## config.mk

```make
export PLATFORM = sky130hd
export DESIGN_NAME = block_clear_writer
export DESIGN_NICKNAME = d
export VERILOG_FILES = /design/src/rtl/block_clear_writer.sv
export SDC_FILE = /design/constraint.sdc
export NUM_CORES = 1
export LEC_CHECK = 0
export ABC_AREA = 1
export BUFFER_PORTS_ARGS = -buffer_cell sky130_fd_sc_hd__buf_2
export CORE_MARGIN = 3
export CORE_UTILIZATION = 40
export DETAILED_ROUTE_END_ITERATION = 7
export PLACE_DENSITY = 0.67
export RECOVER_POWER = 50
export SETUP_SLACK_MARGIN = 0.15
export SLEW_MARGIN = 20
export SYNTH_ARGS = -nofsm -noshare
export SYNTH_HDL_FRONTEND = slang
export SYNTH_SLANG_ARGS = --single-unit
```

## constraint.sdc

```tcl
create_clock -name clk -period 1.6 [get_ports clk]
set_input_delay 0.32 -clock clk [delete_from_list [all_inputs] [get_ports clk]]
set_output_delay 0.32 -clock clk [all_outputs]
set_load 0.1 [all_outputs]
```

## src/rtl/block_clear_writer.sv

```systemverilog
// Block state writer: fills the block field, clears hit blocks by read-modify-write of row words,
// counts remaining blocks. Define BLOCK_CLEAR_SCORE_EN to add the saturating score output.
module block_clear_writer #(
  parameter int unsigned NUM_COLS = 13,
  parameter int unsigned NUM_ROWS = 8,
  parameter int unsigned ROW_BITS = 3,
  parameter int unsigned BLOCK_X0 = 60,
  parameter int unsigned BLOCK_Y0 = 48,
  parameter int unsigned BLOCK_W  = 40,
  parameter int unsigned BLOCK_H  = 16
) (
  input  logic                clk,
  input  logic                rst,
  input  logic                frame_pulse,
  input  logic                hit,
  input  logic [9:0]          hit_x,
  input  logic [8:0]          hit_y,
  input  logic                restart,
  output logic [ROW_BITS-1:0] mem_addr,
  input  logic [NUM_COLS-1:0] mem_rd_data,
  output logic [NUM_COLS-1:0] mem_wr_data,
  output logic                mem_we,
  output logic                busy,
  output logic                block_destroyed,
  output logic [7:0]          blocks_left,
  output logic                level_clear
`ifdef BLOCK_CLEAR_SCORE_EN
  ,
  output logic [11:0]         score
`endif
);

  localparam int unsigned ColBits = (NUM_COLS > 1) ? $clog2(NUM_COLS) : 1;

  localparam logic [9:0]          XLo      = 10'(BLOCK_X0);
  localparam logic [9:0]          XHi      = 10'(BLOCK_X0 + NUM_COLS * BLOCK_W);
  localparam logic [8:0]          YLo      = 9'(BLOCK_Y0);
  localparam logic [8:0]          YHi      = 9'(BLOCK_Y0 + NUM_ROWS * BLOCK_H);
  localparam logic [9:0]          XStep    = 10'(BLOCK_W);
  localparam logic [8:0]          YStep    = 9'(BLOCK_H);
  localparam logic [7:0]          TotalBlk = 8'(NUM_ROWS * NUM_COLS);
  localparam logic [ROW_BITS:0]   InitEnd  = (ROW_BITS + 1)'(NUM_ROWS);

  typedef enum logic [2:0] {
    StInit,
    StIdle,
    StCalc,
    StRead,
    StModify,
    StWrite
  } state_e;

  state_e                state_q, state_d;
  logic [ROW_BITS:0]     init_cnt_q, init_cnt_d;
  logic                  armed_q, armed_d;
  logic [9:0]            x_rem_q, x_rem_d;
  logic [8:0]            y_rem_q, y_rem_d;
  logic [ColBits-1:0]    col_q, col_d;
  logic [ROW_BITS-1:0]   row_q, row_d;

  // Next values of the registered outputs
  logic [ROW_BITS-1:0]   addr_d;
  logic [NUM_COLS-1:0]   wr_data_d;
  logic                  we_d;
  logic                  destroyed_d;
  logic [7:0]            blocks_left_d;
  logic                  level_clear_d;

  logic                  in_field;
  logic [NUM_COLS-1:0]   col_mask;

`ifdef BLOCK_CLEAR_SCORE_EN
  logic [11:0]           score_d;
  logic [11:0]           row_worth;
  logic [12:0]           score_sum;

  assign row_worth = 12'(NUM_ROWS) - 12'(row_q);
  assign score_sum = {1'b0, score} + {1'b0, row_worth};
`endif

  assign in_field = (hit_x >= XLo) && (hit_x < XHi) && (hit_y >= YLo) && (hit_y < YHi);
  assign col_mask = {{(NUM_COLS - 1){1'b0}}, 1'b1} << col_q;

  always_comb begin
    state_d       = state_q;
    init_cnt_d    = init_cnt_q;
    armed_d       = armed_q;
    x_rem_d       = x_rem_q;
    y_rem_d       = y_rem_q;
    col_d         = col_q;
    row_d         = row_q;
    addr_d        = '0;
    wr_data_d     = '0;
    we_d          = 1'b0;
    destroyed_d   = 1'b0;
    blocks_left_d = blocks_left;
    level_clear_d = level_clear | (blocks_left == 8'd0);
`ifdef BLOCK_CLEAR_SCORE_EN
    score_d       = score;
`endif

    unique case (state_q)
      StInit: begin
        // init_cnt_q is the next row to fill; the write shows up one cycle later
        if (init_cnt_q < InitEnd) begin
          we_d       = 1'b1;
          addr_d     = init_cnt_q[ROW_BITS-1:0];
          wr_data_d  = '1;
          init_cnt_d = init_cnt_q + (ROW_BITS + 1)'(1);
        end else begin
          state_d = StIdle;
        end
      end
      StIdle: begin
        if (hit && armed_q && in_field) begin
          x_rem_d = hit_x - XLo;
          y_rem_d = hit_y - YLo;
          col_d   = '0;
          row_d   = '0;
          armed_d = 1'b0;
          state_d = StCalc;
        end
      end
      StCalc: begin
        if (x_rem_q >= XStep) begin
          x_rem_d = x_rem_q - XStep;
          col_d   = col_q + ColBits'(1);
        end else if (y_rem_q >= YStep) begin
          y_rem_d = y_rem_q - YStep;
          row_d   = row_q + ROW_BITS'(1);
        end else begin
          addr_d  = row_q;
          state_d = StRead;
        end
      end
      StRead: begin
        state_d = StModify;
      end
      StModify: begin
        // A cleared bit means a stale hit on an already destroyed block
        if (mem_rd_data[col_q]) begin
          we_d        = 1'b1;
          addr_d      = row_q;
          wr_data_d   = mem_rd_data & ~col_mask;
          destroyed_d = 1'b1;
          if (blocks_left != 8'd0) begin
            blocks_left_d = blocks_left - 8'd1;
          end
`ifdef BLOCK_CLEAR_SCORE_EN
          score_d = score_sum[12] ? 12'hFFF : score_sum[11:0];
`endif
          state_d = StWrite;
        end else begin
          state_d = StIdle;
        end
      end
      StWrite: begin
        state_d = StIdle;
      end
      default: begin
        state_d = StIdle;
      end
    endcase

    if (frame_pulse) begin
      armed_d = 1'b1;
    end

    if (restart) begin
      state_d       = StInit;
      init_cnt_d    = '0;
      armed_d       = 1'b1;
      blocks_left_d = TotalBlk;
      level_clear_d = 1'b0;
      we_d          = 1'b0;
      addr_d        = '0;
      wr_data_d     = '0;
      destroyed_d   = 1'b0;
`ifdef BLOCK_CLEAR_SCORE_EN
      score_d       = '0;
`endif
    end
  end

  always_ff @(posedge clk) begin
    if (rst) begin
      state_q         <= StInit;
      init_cnt_q      <= '0;
      armed_q         <= 1'b1;
      x_rem_q         <= '0;
      y_rem_q         <= '0;
      col_q           <= '0;
      row_q           <= '0;
      mem_addr        <= '0;
      mem_wr_data     <= '0;
      mem_we          <= 1'b0;
      busy            <= 1'b1;
      block_destroyed <= 1'b0;
      blocks_left     <= TotalBlk;
      level_clear     <= 1'b0;
`ifdef BLOCK_CLEAR_SCORE_EN
      score           <= '0;
`endif
    end else begin
      state_q         <= state_d;
      init_cnt_q      <= init_cnt_d;
      armed_q         <= armed_d;
      x_rem_q         <= x_rem_d;
      y_rem_q         <= y_rem_d;
      col_q           <= col_d;
      row_q           <= row_d;
      mem_addr        <= addr_d;
      mem_wr_data     <= wr_data_d;
      mem_we          <= we_d;
      busy            <= (state_d != StIdle);
      block_destroyed <= destroyed_d;
      blocks_left     <= blocks_left_d;
      level_clear     <= level_clear_d;
`ifdef BLOCK_CLEAR_SCORE_EN
      score           <= score_d;
`endif
    end
  end

endmodule

```

Word level (Yosys, flattened, before mapping). Index checks and enable logic that the tools add are counted.

Memory bits (read-only): 0. Output and inout port bits: 28. Flip-flop bits (word level): 62. Bits in latches: 0. Memories: 0. Bits in writable memories: 0.

Divide/modulo/power cells: 0. Equal/unequal tests: 9. Mux-type cells: 34. Add/sub/neg operators: 8. $mul: 0. Bitwise gates (word level): 4. Shifts and indexed selects: 1. $lt $le $gt $ge: 8. Reductions and logical operators: 17.

Operator list (number): $mux W3 (13); $mux W9 (3); $mux W13 (2); $pmux W13 S2 (1); $ge A10 B6 Y1 const B (2); $mux W10 (2); $pmux W10 S2 (1); $sub A10 B6 Y10 const B (2); $pmux W9 S2 (1); $pmux W3 S5 (1); $and A13 B13 Y13 (1); $not A13 Y13 (1); $shl A1 B4 Y13 const A (1); $lt A10 B10 Y1 const B (1); $ge A9 B5 Y1 const B (1); $ge A9 B6 Y1 const B (1); $lt A9 B8 Y1 const B (1); $pmux W3 S3 (1); $sub A9 B5 Y9 const B (1); $sub A9 B6 Y9 const B (1); $add A4 B1 Y4 const B (2); $logic_not A8 Y1 (1); $mux W4 (2); $ne A2 B2 Y1 const B (4); other kinds (24) (34).

Logic depth before layout (Yosys ltp).
Depth in word-level cells: 9. Gate-level depth with buffers: 14. Mapped depth without buffers: 12.

Worst setup path after synthesis. Ideal clock, no wire load.

Path type: register to register. Start: reg blocks_left[0]. End: reg blocks_left[6]. Arrival: 2.168 ns. Cell stages (with the launch flop): 8. Setup slack: -0.696 ns. Setup time: 0.128 ns. Clock period less this slack: 2.296 ns. Buffers on the path: 0. Cell sequence: dfxtp_1 > inv_1 > ha_1 > nor3b_1 > nand2_1 > nand3_1 > nand2_1 > nand3_1.

Cells in the longest elaborated chain, start to end: 2. Elaborated cells on any way between the ends: 3.

Ends and longest elaborated chain: start, declared (line 25) `output logic [7:0] blocks_left,`; start signal, assigned (line 199) `blocks_left <= TotalBlk;`; start signal, assigned (line 217) `blocks_left <= blocks_left_d;`; branches (longest 2 deep; another with $sub A8 B1 Y8).

Several ways; the timed one is not identified. A chain may end at the register's enable or synchronous reset.

Final worst setup path.
Start: reg blocks_left[2]. End: out blocks_left[2].

No word-level cell between the ends.

==> impl_metrics.py <==
metrics = {
    "logic_synthesis": {
        "synth_flop_cell": "dfxtp_1",
        "yosys.area.top_type_share": 0.351,
        "dominant_cell_type_by_area_after_synthesis": "dfxtp_1",
        "synth_cell_types": 34,
        "avgSynthCellArea_um2": 6.80,
        "post_synth_edffs": 0,
        "synth-seq-cells": 59,
        "postSynthCellCount": 495,
        "synth.cells.most_frequent": "nand2_1, inv_1, dfxtp_1",
        "async_flop_share": 0,
        "syn-cell-area_um2": 3370,
        "synth.top_cells.by_area": "dfxtp_1, nand2_1, inv_1",
        "synth_sequential_area_ratio": 0.351,
        "synth_most_common_cell": "nand2_1",
        "syn_nets": 548,
        "synth.yosys.warnings": 0,
    },
    "layout": {
        "n_antenna_cell": 0,
        "drive_above_1_share": 0.401,
        "final_net_count": 656,
        "synthToLayoutAreaGrowth_pct": 43.3,
        "fill_cells": 731,
    },
    "detailed_routing": {
        "drt-wirelength-per-cell_um": 12.5,
        "detail_route.drc_violations": 0,
        "wl_met1_um": 3950,
        "wire_length_on_met2_um": 4470,
        "postRouteAntennaNets": 0,
        "drt_pre_antenna_iters": 4,
        "wl_um": 8860,
        "post_drt_via_cell_ratio": 4.96,
        "dr.first_iter.drc_count": 122,
        "route.vias.total": 3520,
        "highest-signal-layer": "met4",
        "dr_wl_met3_um": 326,
    },
    "setup_path": {
        "critical_path_arrival_ns": 1.16,
        "critical-path-top-delay-family": "buffers and inverters",
        "worstPathCellList": "clkbuf_2",
        "path_buf_inv": 1,
        "worst-path-stages": 1,
        "worstSetupEndpointType": "primary output",
        "worst-path-max-fanout": 5,
        "timing.setup.critical_path_class": "flip-flop to primary output",
        "worst_path_max_delay_cell": "clkbuf_2",
        "depth_of_the_worst_register_to_register_path": 8,
        "worstPathRequired_ns": 1.28,
        "startpoint_type": "flip-flop",
        "slowest_delay_ns": 0.46,
    },
    "die": {
        "row_count": 32,
        "area_enclosed_by_the_die_boundary_um2": 9560,
        "initial_utilization": 0.423,
        "die_w_um": 97.8,
        "ioPinCount": 65,
        "die-height_um": 97.8,
        "floorplan_core_area_um2": 7970,
    },
    "timing": {
        "max_slew_margin": 0.594,
        "min_period_over_period": 0.928,
        "clock_skew_ns": 0.00734,
        "final_period_minus_worst_setup_slack_ns": 1.48,
        "setup-violations-final": 0,
        "pins_over_their_slew_limit": 0,
        "worstMarginPinSlew_ns": 0.609,
        "grt_setup_unrepaired": "yes",
        "setup_total_negative_slack_ns": 0,
        "finalHoldViolations": 0,
        "max_freq_mhz": 673,
    },
    "place": {
        "place_congestion": 0.895,
        "placement.io_buffers": 62,
        "dpl.hpwl_um": 6050,
    },
    "pwr": {
        "p_per_cell_area_nw_per_um2": 717,
        "vdd.ir_drop.worst_mv": 0.615,
        "design_power_total_mw": 3.46,
        "p_leak_nw": 2.29,
    },
    "global_route": {
        "first_global_vias": 3275,
        "maximum_number_of_pins_on_one_net_before_global_route_repair": 17,
        "groute.usage.overall": 0.180,
        "grt-ovfl-total": 0,
        "grt_first_pass_wirelength_um": 14500,
        "antenna_found_initial": 0,
    },
    "clocking": {
        "clkSlewWorstSetupHoldPaths_ns": 0.07,
        "clockRootBuffer": "clkbuf_8",
        "cts_htree_levels": 3,
        "clock_latency_ns": 0.33,
        "cts_tree": "built",
        "clock_buffers_created_by_tritoncts": 9,
        "hold_buffers": 0,
        "tritoncts_num_sinks": 59,
        "cts-root-to-sink-buffers": 2,
    },
    "job": {
        "drv.max_cap_violation_count": 0,
    },
    "worst_hold_path": {
        "timing.hold.worst_path_depth": 2,
        "holdCritPathClass": "input pin to flip-flop",
    },
    "status": {
        "status": "complete, no violations",
    },
}
## cell type report
type / count / area, um2 / area share
Clock inverter: 3 / 40.0 / 0.00830
Multi-Input combinational cell: 359 / 2290 / 0.475
Clock buffer: 13 / 191 / 0.0397
Inverter: 66 / 260 / 0.0539
Sequential cell: 59 / 1220 / 0.252
Timing Repair Buffer: 108 / 697 / 0.144
Tap cell: 102 / 128 / 0.0264
## worst paths after layout
check / slack (ns) / end / from
setup / recovery: 0.12 / blocks_left[2] / blocks_left[2]
hold / removal: 0.17 / armed_q / frame_pulse
setup reg to reg: 0.13 / y_rem_q[7] / y_rem_q[7]
hold reg to reg: 0.45 / level_clear / level_clear
## flip-flops by register name, indices dropped and copies added, names as in the netlist
signal	count
mem_we	1
level_clear	1
y_rem_q	9
busy	1
armed_q	1
state_q	3
col_q	4
block_destroyed	1
x_rem_q	7
mem_wr_data	13
init_cnt_q	4
mem_addr	3
row_q	3
blocks_left	8
## layer usage
metal	global-route usage	up-vias
met1	0.225	1625
met4	0.0586	0
met3	0.0357	10
met5	0	-
li1	-	1813
met2	0.312	72
## logic make-up (layout without fill, tap and decap cells)
group                      after synthesis  in the layout  synth area share
AOI/OAI and AO/OA                       81             81             0.126
xor gates and xnor gates                15             15            0.0390
adders and majority gates               16             16            0.0594
buffers and inverters                   79            190            0.0955
DFF                                     59             59             0.351
muxes                                    1              1           0.00297
and+or+nand+nor                        244            246             0.326
## cell usage in the layout (no fill, tap or decap), types with 2 or more instances in the layout
cell type  Yosys  layout
and2_1         2       2
dfxtp_1       59      43
inv_1         64      56
clkbuf_2       0      24
buf_4          1      36
ha_4           0       2
buf_2          3      37
dfxtp_4        0       6
clkbuf_16      0       2
nand3_1       45      29
clkbuf_4       0       3
nor2_2         2      11
xor2_1         9       9
nand4_1       13      13
nand2_2        6      15
clkbuf_8       0      10
a21oi_2        3      20
o21ai_0       32      30
nand2_4        2      12
inv_2          1       6
nand2_1      107      86
ha_1          16      13
xnor2_1        6       6
nor2_4         1       4
inv_4          1       3
o21ai_2        0       3
nand2_8        0       4
nor2_1        58      46
o21ai_1        5       4
nor3_2         0       2
dfxtp_2        0      10
clkinv_2       0       2
a21oi_1       38      21
nand3_2        1      15
nand3_4        0       2
buf_6          2       7
## per-stage QoR
| step | std cells | utilization | setup WS [ns] | hold WS [ns] | area, um2 |
|---|---|---|---|---|---|
| floorplan | 495 | - | 0.135 | 0.419 | 3440 |
| global placement | 684 | 0.513 | -0.109 | 0.439 | 4090 |
| detailed placement | 684 | 0.513 | -0.144 | 0.438 | 4090 |
| CTS | 707 | 0.565 | 0.120 | 0.153 | 4510 |
| global route | 710 | 0.606 | 0.0222 | 0.163 | 4830 |
| finish | 710 | 0.606 | 0.115 | 0.167 | 4830 |
## power breakdown
| part | switching (mW) | internal (mW) | total (mW) |
|---|---|---|---|
| sequential | 0.00669 | 1.48 | 1.49 |
| combinational | 0.310 | 0.130 | 0.440 |
| clock | 0.588 | 0.947 | 1.54 |
| total | 0.905 | 2.56 | 3.46 |
## what timing repair did
action                     CTS  global route
gates resized for setup     35            96
pin swaps                   13            34
buffers inserted             6             2
cloned                       1             1
setup endpoints to repair   38            55
Note: power is estimated with default switching activity, not from simulation.
